## src/rtl/rom_port_arbiter.sv

```systemverilog
// rom_port_arbiter: shares one combinational instruction ROM between the
// instruction-fetch (IF) and data-load (DL) ports. Each access is two cycles.
// In IDLE a winner is picked and its address is latched. In ACCESS the ROM is
// driven and the word is registered. On the following cycle a one-cycle rvalid
// pulse is returned to the owner.
//
// Handshake: a requester raises *_req with a stable *_addr and holds both
// until it sees *_gnt high. The request is consumed in the gnt cycle, and the
// requester may drop or change req/addr after the edge that ends it. The
// response arrives as a one-cycle *_rvalid pulse on the cycle after gnt.
// *_rdata and *_err then hold until that port's next response. There is no
// back-pressure on the response side.
module rom_port_arbiter #(
  parameter logic [15:0] ROM_BASE     = 16'h8000,
  parameter logic [15:0] ROM_DEPTH    = 16'h1000,
  parameter int          STARVE_LIMIT = 4,
  parameter int          CNT_W        = 3
) (
  input  logic        clk,
  input  logic        rst_n,
  input  logic        if_req,
  input  logic [15:0] if_addr,
  output logic        if_gnt,
  output logic        if_rvalid,
  output logic [31:0] if_rdata,
  output logic        if_err,
  input  logic        dl_req,
  input  logic [15:0] dl_addr,
  output logic        dl_gnt,
  output logic        dl_rvalid,
  output logic [31:0] dl_rdata,
  output logic        dl_err,
  output logic [15:0] rom_addr,
  output logic        rom_oe,
  input  logic [31:0] rom_data
);

  localparam logic [0:0] IDLE   = 1'b0;
  localparam logic [0:0] ACCESS = 1'b1;

  localparam logic OWN_IF = 1'b0;
  localparam logic OWN_DL = 1'b1;

  localparam logic [CNT_W-1:0] STARVE_MAX = CNT_W'(STARVE_LIMIT);

  logic [0:0]       state;
  logic             owner;
  logic [15:0]      addr_q;
  logic [CNT_W-1:0] starve_cnt;

  logic             dl_wins;
  logic [15:0]      offset;
  logic             in_win;
  logic [31:0]      read_word;

  // DL wins when IF is idle, or when DL has been passed over too often.
  assign dl_wins = dl_req && (!if_req || (starve_cnt >= STARVE_MAX));

  // Window check on the latched address. The offset is an unsigned 16-bit
  // subtraction, which only means anything once addr_q >= ROM_BASE.
  assign offset    = addr_q - ROM_BASE;
  assign in_win    = (addr_q >= ROM_BASE) && (offset < ROM_DEPTH);
  assign read_word = in_win ? rom_data : 32'h0;

  // ROM drive and grants exist only in ACCESS. oe stays low otherwise so the
  // ROM bus floats.
  assign rom_oe   = (state == ACCESS) && in_win;
  assign rom_addr = (state == ACCESS) ? addr_q : 16'h0;
  assign if_gnt   = (state == ACCESS) && (owner == OWN_IF);
  assign dl_gnt   = (state == ACCESS) && (owner == OWN_DL);

  // Arbitration FSM, starvation counter and per-port response registers.
  always_ff @(posedge clk) begin
    if (!rst_n) begin
      state      <= IDLE;
      owner      <= OWN_IF;
      addr_q     <= 16'h0;
      starve_cnt <= '0;
      if_rvalid  <= 1'b0;
      if_rdata   <= 32'h0;
      if_err     <= 1'b0;
      dl_rvalid  <= 1'b0;
      dl_rdata   <= 32'h0;
      dl_err     <= 1'b0;
    end else begin
      if_rvalid <= 1'b0;
      dl_rvalid <= 1'b0;
      case (state)
        IDLE: begin
          if (dl_wins) begin
            owner      <= OWN_DL;
            addr_q     <= dl_addr;
            state      <= ACCESS;
            starve_cnt <= '0;
          end else if (if_req) begin
            owner  <= OWN_IF;
            addr_q <= if_addr;
            state  <= ACCESS;
            if (!dl_req) begin
              starve_cnt <= '0;
            end else if (starve_cnt < STARVE_MAX) begin
              starve_cnt <= starve_cnt + 1'b1;
            end
          end else begin
            starve_cnt <= '0;
          end
        end
        ACCESS: begin
          if (owner == OWN_DL) begin
            dl_rdata  <= read_word;
            dl_err    <= !in_win;
            dl_rvalid <= 1'b1;
          end else begin
            if_rdata  <= read_word;
            if_err    <= !in_win;
            if_rvalid <= 1'b1;
          end
          state <= IDLE;
        end
        default: state <= IDLE;
      endcase
    end
  end

endmodule
```

## config.mk

```make
export PLATFORM = sky130hd
export DESIGN_NAME = rom_port_arbiter
export DESIGN_NICKNAME = d
export VERILOG_FILES = /design/src/rtl/rom_port_arbiter.sv
export SDC_FILE = /design/constraint.sdc
export NUM_CORES = 1
export LEC_CHECK = 0
export CAP_MARGIN = 10
export CORE_ASPECT_RATIO = 0.9
export CORE_MARGIN = 2
export CORE_UTILIZATION = 40
export DETAILED_ROUTE_END_ITERATION = 8
export GPL_TIMING_DRIVEN = 0
export PLACE_DENSITY = 0.79
export REMOVE_ABC_BUFFERS = 1
export SETUP_SLACK_MARGIN = 0.1
export SYNTH_ARGS = -nofsm -noshare
export SYNTH_HDL_FRONTEND = slang
export SYNTH_SLANG_ARGS = --single-unit
```

## constraint.sdc

```tcl
create_clock -name clk -period 2.2 [get_ports clk]
set_input_delay 0.22 -clock clk [delete_from_list [all_inputs] [get_ports clk]]
set_output_delay 0.22 -clock clk [all_outputs]
set_load 0.02 [all_outputs]
```

==> results.json <==
{
  "tightest_slew_ps": 729,
  "cts_buffers": 9,
  "hold_class": "primary input to flop",
  "clkTransAtPathRegs_ps": 100,
  "grt_max_degree": 30,
  "fmax_mhz": 524,
  "ctsHtreeMaxLevel": 3,
  "status": "finished clean",
  "mostFrequentLayoutCell": "clkdlybuf4s50_1",
  "gp_congestion": 0.824,
  "seq_area_um2": 1790,
  "io_pins": 155,
  "drt-total-wl_um": 9570,
  "hold_viol_final": 0,
  "ant_nets": 0,
  "fillCellCount": 688,
  "syn_area_per_cell_um2": 9.12,
  "worstPathRequired_ps": 1980,
  "clock_skew_ps": 10.7,
  "timing.hold.ws_ps": 429,
  "core-area_um2": 7990,
  "final_cell_mix": "clkdlybuf4s50_1 (151), dfxtp_1 (88), nand2_1 (64)",
  "grt_usage_pct": 21.2,
  "wl_per_cell_um": 15.8,
  "synth_area_leaders": "dfxtp_1 (55%), o2bb2ai_1 (8.6%), nand2_1 (7.4%), o21ai_0 (5.2%), o21ai_1 (4.9%)",
  "crit_fanout": 29,
  "area_delta_synth_final_pct": 58.6,
  "r2r_end": "if_rdata[14]",
  "rr_startpoint": "addr_q[12]",
  "leakagePower_uw": 0.00181,
  "slew_headroom_pct": 51.2,
  "synth_area_um2": 3260,
  "grt.overflow.total": 0,
  "slew_viol_final": 0,
  "drc": 0,
  "fin_setup_tns_ps": 0,
  "synthXorXnorAreaFrac_pct": 0,
  "synth_compound_area_share_pct": 26.2,
  "synth_top_family_by_area": "compound AO/OA/AOI/OAI gates",
  "worstSetupEndpoint": "rom_oe",
  "endpoint_kind": "primary output",
  "muxShareOfSynthArea_pct": 0.307,
  "max-vdd-ir-drop_uv": 275,
  "via_per_inst": 5.18,
  "dp_hpwl_um": 6640,
  "placementRows": 31,
  "cts_tree": "done",
  "ff2ff_setup_slack_ps": 330,
  "final_nets": 571,
  "die_h_um": 89.6,
  "clk_latency_ps": 360,
  "p_per_area_nw_per_um2": 617,
  "drive_gt1_share_pct": 7.10,
  "root_buffer": "clkbuf_8",
  "cts.sinks": 89,
  "netlist.area_leader.share_pct": 54.7,
  "fin_ws_ps": 293,
  "antenna_cells": 0,
  "layout_min_cycle_time_ps": 1910,
  "critical_path_arrival_ps": 1690,
  "antenna_found_initial": 0,
  "ff2ff_path_depth": 4,
  "post-place-ws_ps": -621,
  "synthCells": 357,
  "yosysWarnings": 0,
  "yosysSeqAreaShare_pct": 54.7,
  "max_cap_viol_count": 0,
  "period_share_pct": 86.7,
  "synth-adder-area-share_pct": 0.384,
  "cp-startpoint": "state",
  "rsz0062_at_grt": "false",
  "ys_ff_latch": 89,
  "vias": 3141,
  "die_w_um": 99.1,
  "setup_viol": 0,
  "critPathKind": "flop to primary output",
  "io_buffers": 154,
  "ctsHoldBuffers": 0,
  "critPathLaunchType": "flop",
  "grt_pass1_vias": 3029,
  "ys_types": 27,
  "die_area_um2": 8880,
  "drtIter0Drc": 83,
  "synth-simple-area-share_pct": 14.2,
  "grt_pass1_wl_um": 14900,
  "firstDrtPassIters": 4,
  "multi_input_area_um2": 1370,
  "synth.largest_area_cell": "dfxtp_1",
  "cts_max_path_buffers": 2,
  "initial_utilization_pct": 40.7
}
==> state kept, by name, summed over array words and instances, names as in the netlist <==
register,flops
owner,1
starve_cnt,3
if_err,1
state,1
dl_rvalid,1
addr_q,16
dl_rdata,32
dl_err,1
if_rdata,32
if_rvalid,1
==> cells by family after synthesis <==
family	after synthesis
and+or+nand+nor	97
AOI/OAI and AO/OA	138
muxes	1
adders and majority gates	1
DFF	89
buffers and inverters	31
==> power by group <==
part,switching [µW],internal [µW],leakage [µW]
clock network,602,423,0.0000908
registers,31.8,1660,0.000723
logic,233,242,0.000992
==> area by class of cell <==
| type | count | share of cell area (%) |
|---|---|---|
| Clock inverter | 7 | 1.02 |
| Sequential cell | 89 | 34.6 |
| Clock buffer | 9 | 2.40 |
| Timing Repair Buffer | 163 | 32.9 |
| Tap cell | 99 | 2.40 |
| Inverter | 2 | 0.145 |
| Multi-Input combinational cell | 237 | 26.6 |
==> worst max-delay path, cell delays in order, from the launching register on <==
cell,delay [ps]
dfxtp_4,380
buf_16,170
and2_1,170
nor4b_4,240
dlygate4sd2_1,370
==> stage by stage <==
| stage | instance area (µm²) | instances | util, % | power, µW |
|---|---|---|---|---|
| 2_1_floorplan | 3130 | 328 | - | 1910 |
| 3_3_place_gp | 4790 | 581 | 60.0 | 2150 |
| 3_5_place_dp | 4930 | 586 | 61.7 | 2180 |
| 4_1_cts | 5130 | 603 | 64.2 | 3210 |
| 5_1_grt | 5160 | 606 | 64.6 | 3330 |
| 6_report | 5160 | 606 | 64.6 | 3190 |
==> per-layer routing <==
layer | global-route usage, % | part of all wire, %
met1 | 27.7 | 44
met5 | 0 | 0
met3 | 5.96 | 9.4
met4 | 6.72 | 0.94
met2 | 34.3 | 46
==> repair_timing <==
action                                  CTS  global route
gates resized for setup                   8             1
endpoints found under the setup margin   83            13
buffers inserted                          1             3
==> worst min path at each step <==
stage | start | end | slack [ps] | cells past startpoint
global placement | dl_rdata[20] | dl_rdata[20] | 430 | 2
detailed placement | dl_rdata[23] | dl_rdata[23] | 440 | 2
CTS | if_addr[1] | addr_q[1] | 420 | 3
floorplan | rst_n | if_rvalid | 340 | 1
global route | if_addr[1] | addr_q[1] | 420 | 3
finish | rom_data[20] | dl_rdata[20] | 430 | 3
==> synth_stat cells (all sizes together) <==
| library cell | count |
|---|---|
| a21boi | 1 |
| a21oi | 18 |
| a22oi | 2 |
| a31oi | 16 |
| and2 | 20 |
| and2b | 1 |
| and3 | 1 |
| and4bb | 1 |
| buf | 15 |
| clkbuf | 14 |
| dfxtp | 89 |
| ha | 1 |
| inv | 2 |
| mux2i | 1 |
| nand2 | 64 |
| nand2b | 1 |
| nand3 | 2 |
| nor2b | 5 |
| nor4b | 2 |
| o21ai | 66 |
| o21ba | 1 |
| o21bai | 1 |
| o2bb2ai | 32 |
| o32ai | 1 |
(Power assumes the default switching activity.)
